### config.mk
export PLATFORM = sky130hd
export DESIGN_NAME = sctag_scbuf_rptr_pipe
export DESIGN_NICKNAME = d
export VERILOG_FILES = /design/src/rtl/sctag_scbuf_rptr_pipe.sv
export SDC_FILE = /design/constraint.sdc
export NUM_CORES = 1
export LEC_CHECK = 0
export ABC_AREA = 1
export CORE_MARGIN = 10
export CORE_UTILIZATION = 50
export DETAILED_ROUTE_END_ITERATION = 10
export PLACE_DENSITY = 0.84
export SYNTH_ARGS = -nofsm -noshare
export SYNTH_HDL_FRONTEND = slang
export SYNTH_SLANG_ARGS = --single-unit
### constraint.sdc
create_clock -name rclk -period 2.6 [get_ports rclk]
set_input_delay 0.52 -clock rclk [delete_from_list [all_inputs] [get_ports rclk]]
set_output_delay 0.52 -clock rclk [all_outputs]
set_load 0.01 [all_outputs]
### src/rtl/sctag_scbuf_rptr_pipe.sv
// Flopped sctag<->scbuf repeater: valid-qualified forward data, reverse error flags, saturating error counter.
// Latency NSTAGE cycles both directions; no backpressure, one beat per cycle. Optional parity: SCTAG_SCBUF_RPTR_PARITY_EN.
module sctag_scbuf_rptr_pipe #(
  parameter int DW     = 78,
  parameter int EW     = 4,
  parameter int NSTAGE = 2,
  parameter int CW     = 8
) (
  input  logic          rclk,
  input  logic          rst,
  input  logic          fwd_vld_in,
  input  logic [DW-1:0] fwd_data_in,
  output logic          fwd_vld_out,
  output logic [DW-1:0] fwd_data_out,
  input  logic [EW-1:0] rev_err_in,
  output logic [EW-1:0] rev_err_out,
  input  logic          err_cnt_clr,
  output logic [CW-1:0] err_cnt,
  output logic          err_cnt_sat,
  output logic          par_err
);

  localparam logic [CW-1:0] CMAX = '1;

  logic          w_vld  [0:NSTAGE];
  logic [DW-1:0] w_data [0:NSTAGE];
  logic [EW-1:0] w_rev  [0:NSTAGE];

  assign w_vld[0]  = fwd_vld_in;
  assign w_data[0] = fwd_data_in;
  assign w_rev[0]  = rev_err_in;

  // Data only loads on a valid beat so idle cycles do not toggle the wide bus.
  for (genvar k = 1; k <= NSTAGE; k++) begin : g_stage
    logic          r_vld;
    logic [DW-1:0] r_data;
    logic [EW-1:0] r_rev;

    always_ff @(posedge rclk) begin
      if (rst) begin
        r_vld  <= 1'b0;
        r_data <= '0;
        r_rev  <= '0;
      end else begin
        r_vld <= w_vld[k-1];
        if (w_vld[k-1]) begin
          r_data <= w_data[k-1];
        end
        r_rev <= w_rev[k-1];
      end
    end

    assign w_vld[k]  = r_vld;
    assign w_data[k] = r_data;
    assign w_rev[k]  = r_rev;
  end

  assign fwd_vld_out  = w_vld[NSTAGE];
  assign fwd_data_out = w_data[NSTAGE];
  assign rev_err_out  = w_rev[NSTAGE];

  logic          w_evt;
  logic [CW-1:0] r_cnt;
  logic          r_sat;

  assign w_evt = |rev_err_out;

  always_ff @(posedge rclk) begin
    if (rst || err_cnt_clr) begin
      r_cnt <= '0;
      r_sat <= 1'b0;
    end else if (w_evt && (r_cnt != CMAX)) begin
      r_cnt <= r_cnt + 1'b1;
      if (r_cnt == (CMAX - 1'b1)) begin
        r_sat <= 1'b1;
      end
    end
  end

  assign err_cnt     = r_cnt;
  assign err_cnt_sat = r_sat;

`ifdef SCTAG_SCBUF_RPTR_PARITY_EN
  logic w_par [0:NSTAGE];
  logic r_par_err;

  assign w_par[0] = ^fwd_data_in;

  for (genvar k = 1; k <= NSTAGE; k++) begin : g_par
    logic r_par;

    always_ff @(posedge rclk) begin
      if (rst) begin
        r_par <= 1'b0;
      end else if (w_vld[k-1]) begin
        r_par <= w_par[k-1];
      end
    end

    assign w_par[k] = r_par;
  end

  // Clear takes priority over a mismatch seen in the same cycle.
  always_ff @(posedge rclk) begin
    if (rst || err_cnt_clr) begin
      r_par_err <= 1'b0;
    end else if (fwd_vld_out && ((^fwd_data_out) != w_par[NSTAGE])) begin
      r_par_err <= 1'b1;
    end
  end

  assign par_err = r_par_err;
`else
  assign par_err = 1'b0;
`endif

endmodule

* After elaboration in Yosys (flattened, before gate mapping)
Index checks and enable logic that the tools add are counted.
Word-level totals: output and inout port bits 93, word-level logic and storage cells 15, bits of input ports 86, register bits after elaboration 175
Operators by class: add/sub/neg operators 1, reductions and logical operators 4, equality and inequality tests 2
Operators with widths (count):
- 8-bit by 1-bit adder with 8-bit output, second input constant | 1
- 8-bit == test, second input constant | 1
- 8-bit != test, second input constant | 1
- 4-bit OR reduction | 1
- 2-bit AND reduction | 1
- 1-bit logical AND | 1
- 1-bit logical OR | 1

* Longest topological paths before layout
word-level depth 3, mapped depth 9, depth with buffers taken out 9

* Worst setup path after synthesis
No wires, ideal clock.
kind reg-to-reg, start point reg r_cnt[1], in the netlist err_cnt[1], end point reg r_cnt[0], in the netlist err_cnt[0], stages on the path, launching flop included 9, arrival time 1.166 ns, setup time 0.113 ns, slack 1.321 ns, buffers on the path 0, required time 2.487 ns, period minus slack after synthesis 1.279 ns, path through dfxtp_1 > ha_1 > inv_1 > nor2_4 > nand2_4 > nand2_8 > inv_4 > nor2_1 > nor2_1
Between the ends: word-level cells in the longest chain between the ends 2
RTL lines:
- start: declaration | RTL line 63 | logic [CW-1:0] r_cnt;
- start signal: assignment | RTL line 73 | r_cnt <= r_cnt + 1'b1;
- 8-bit != test | RTL line 72 | end else if (w_evt && (r_cnt != CMAX)) begin
- 1-bit logical AND | RTL line 72
No other way between the ends. A chain may end at the register's enable or synchronous reset.

* Worst setup path in the final report
start point reg r_cnt[3], in the netlist err_cnt[3], end point out err_cnt[3]
RTL lines:
- end: declaration | RTL line 18 | output logic [CW-1:0] err_cnt,
No word-level cell between the ends.

==> results.cfg <==
[clocking]
cts_max_level = 4
cts_tree = yes
cts_made_buffers = 17
clockRootBuffer = clkbuf_16
worst_skew_pair.late_latency_ns = 0.42
clkTransAtPathRegs_ns = 0.06
clock_path_buffers = 2
cts_resized = 0
ctsHoldBuffers = 0
cts_setup_buffers = 0
clock-sinks = 175

[power_and_ir_drop]
p_leak_nw = 3.63
power_density_mw_per_mm2 = 741
irDropWorstVdd_uv = 610
power_w = 0.00644

[yosys]
ys_ff_latch = 175
ys.flop_type = dfxtp_1
syn_nets = 873
async_reset_ff_share_pct = 0
synth_edf_count = 0
synth_area_per_cell_um2 = 7.88
synth-seq-area-share_pct = 56.6
ys_warn_count = 0
syn_inst = 785
syn_area_mm2 = 0.00619
synth_cell_types = 25

[critical_path]
start_kind = flop
cp-end-kind = output pin
path_buf_inv = 1
setup.worst_path.end = err_cnt[3]
critPathMaxStageDelay_ns = 0.59
worstPathMaxFanout = 6
required_ns = 2.08
cp.arrival_ns = 1.46
crit_chain = clkdlybuf4s50_1
cp-startpoint = err_cnt[3]
r2r_end = fwd_data_out[14]
crit_cells = 1
path_class = reg2out
crit_family = buffers and inverters
r2r_cells = 3
cp_slowest_cell = clkdlybuf4s50_1
rr_startpoint = g_stage[1].r_vld
timing.reg2reg.setup_slack_ns = 1.16

[floorplan]
design.core.area_mm2 = 0.0121
die_w_um = 131
dieArea_mm2 = 0.0172
rows = 40
die_h_um = 131
io_pins = 179
initial_core_util_pct = 51.3

[placed_design]
pre_cts_slack_ns = 0.552
dp.cells = 1086
hpwlAfterDp_um = 10600
place.port_buffers = 177
gp_congestion = 0.779

[global_route]
grt_pass1_wl_um = 26800
grt_max_degree = 80
first_global_vias = 5261
antenna_found_initial = 2
grt_usage_pct = 18.6
gr-total-overflow = 0

[detailed_routing]
drc_errors = 0
drt_pass1_iterations = 5
viasPerCell = 4.91
vias = 5501
ant_nets = 0
wirelength_um = 16700
initialDrtViolationCount = 535
wire_per_inst_um = 15.0

[sta]
setup-violations-final = 0
finalCritPeriodShare_pct = 76.3
hold_violations = 0
worst_pin_slew_ns = 0.856
slew_violations = 0
clock_skew_ns = 0.00727
rsz0062_at_grt = false
max_freq_ghz = 0.504
slew_headroom_pct = 43.0
min_period_ns = 1.98
setup_tns_ns = 0
finalWorstSetupSlack_ns = 0.615

[finish]
fillers = 925
multi_input_area_mm2 = 0.00234
finalNonFillerCells = 1120
num-nets-final = 1025
ff_latch_area_mm2 = 0.00350
layout-drive-gt1-share_pct = 6.53
final_common_cell = nor2_1
final_cell_mix = nor2_1 (330), clkdlybuf4s50_1 (176), dfxtp_1 (174)
syn2layout_area_growth_pct = 40.4

[outcome]
status = finished, final reports clean

[hold_path]
hold_class = reg2reg

[run]
cap_viol_max_count = 0
[how the worst min path moves through the flow]
stage,depth (start not counted),start,slack [ns],endpoint
3_5_place_dp,2,g_stage[1].r_rev[1],0.40,rev_err_out[1]
2_1_floorplan,2,g_stage[1].r_rev[0],0.39,rev_err_out[0]
4_1_cts,2,g_stage[1].r_rev[1],0.41,rev_err_out[1]
3_3_place_gp,2,g_stage[1].r_rev[3],0.39,rev_err_out[3]
6_report,2,g_stage[1].r_rev[1],0.41,rev_err_out[1]
5_1_grt,2,g_stage[1].r_rev[3],0.42,rev_err_out[3]
[worst reg2reg max path: stages, from the launching register on]
cell	delay, ns
dfxtp_2	0.43
buf_4	0.58
o21ai_0	0.26
nor2_1	0.12
[metrics by stage]
| step | utilization [%] | instance area [um2] | hold slack [ns] |
|---|---|---|---|
| 2_1_floorplan | - | 6190 | 0.388 |
| 3_3_place_gp | 66.5 | 8020 | 0.389 |
| 3_5_place_dp | 66.5 | 8020 | 0.396 |
| 4_1_cts | 72.0 | 8680 | 0.411 |
| 5_1_grt | 72.0 | 8690 | 0.423 |
| 6_report | 72.0 | 8690 | 0.408 |
[per-layer routing]
metal / up-vias / global-route usage (%) / wire [um]
met5: - / 0 / 0
met4: 0 / 8.13 / 354
met3: 20 / 6.48 / 1200
met2: 161 / 30.3 / 8240
met1: 2533 / 21.6 / 6960
li1: 2787 / - / -
[synthesized netlist by cell type (2+ instances only)]
| library cell | instances | share of area, % |
|---|---|---|
| a21oi_1 | 4 | 0.32 |
| buf_2 | 18 | 1.5 |
| buf_4 | 2 | 0.24 |
| buf_6 | 5 | 0.91 |
| clkbuf_1 | 26 | 1.6 |
| dfxtp_1 | 175 | 57 |
| ha_1 | 2 | 0.40 |
| inv_1 | 17 | 1.0 |
| inv_2 | 2 | 0.12 |
| inv_4 | 2 | 0.20 |
| nand2_1 | 17 | 1.0 |
| nand2_2 | 3 | 0.30 |
| nand3_1 | 4 | 0.32 |
| nand4_1 | 3 | 0.30 |
| nor2_1 | 330 | 20 |
| nor2_2 | 9 | 0.91 |
| nor2_4 | 2 | 0.36 |
| o21ai_0 | 147 | 12 |
| o21ai_1 | 10 | 0.81 |
| xnor2_1 | 2 | 0.28 |
[area by class of cell]
class,instances,share of cell area (%)
clock inverters,13,2.40
well taps,168,2.42
multi-input cells,538,26.9
repair buffers,184,21.7
flip-flops and latches,175,40.3
diodes,2,0.0576
inverters,21,0.979
clock buffers,19,5.21
[flip-flops by register name (all words and copies together), names as in the netlist]
register        flops
g_stage.r_rev       4
fwd_vld_out         1
fwd_data_out       78
g_stage.r_data     78
err_cnt_sat         1
rev_err_out         4
g_stage.r_vld       1
err_cnt             8
[kinds of logic (layout without fill, tap and decap cells)]
| group | Yosys count | in the layout | share of synthesized area [%] |
|---|---|---|---|
| other | 1 | 3 | 0.0606 |
| AO/OA/AOI/OAI | 161 | 161 | 13.0 |
| flip-flops | 175 | 175 | 56.6 |
| buffers and inverters | 72 | 237 | 5.54 |
| XOR/XNOR | 3 | 3 | 0.425 |
| adder cells (fa/ha/maj) | 2 | 2 | 0.404 |
| AND/OR/NAND/NOR | 371 | 371 | 23.9 |
[where the power goes]
part / internal, W / switching [W]
combinational: 0.000358 / 0.000342
clock: 0.00176 / 0.00104
sequential: 0.00285 / 0.0000830
Power figures use the tool's default switching activity.
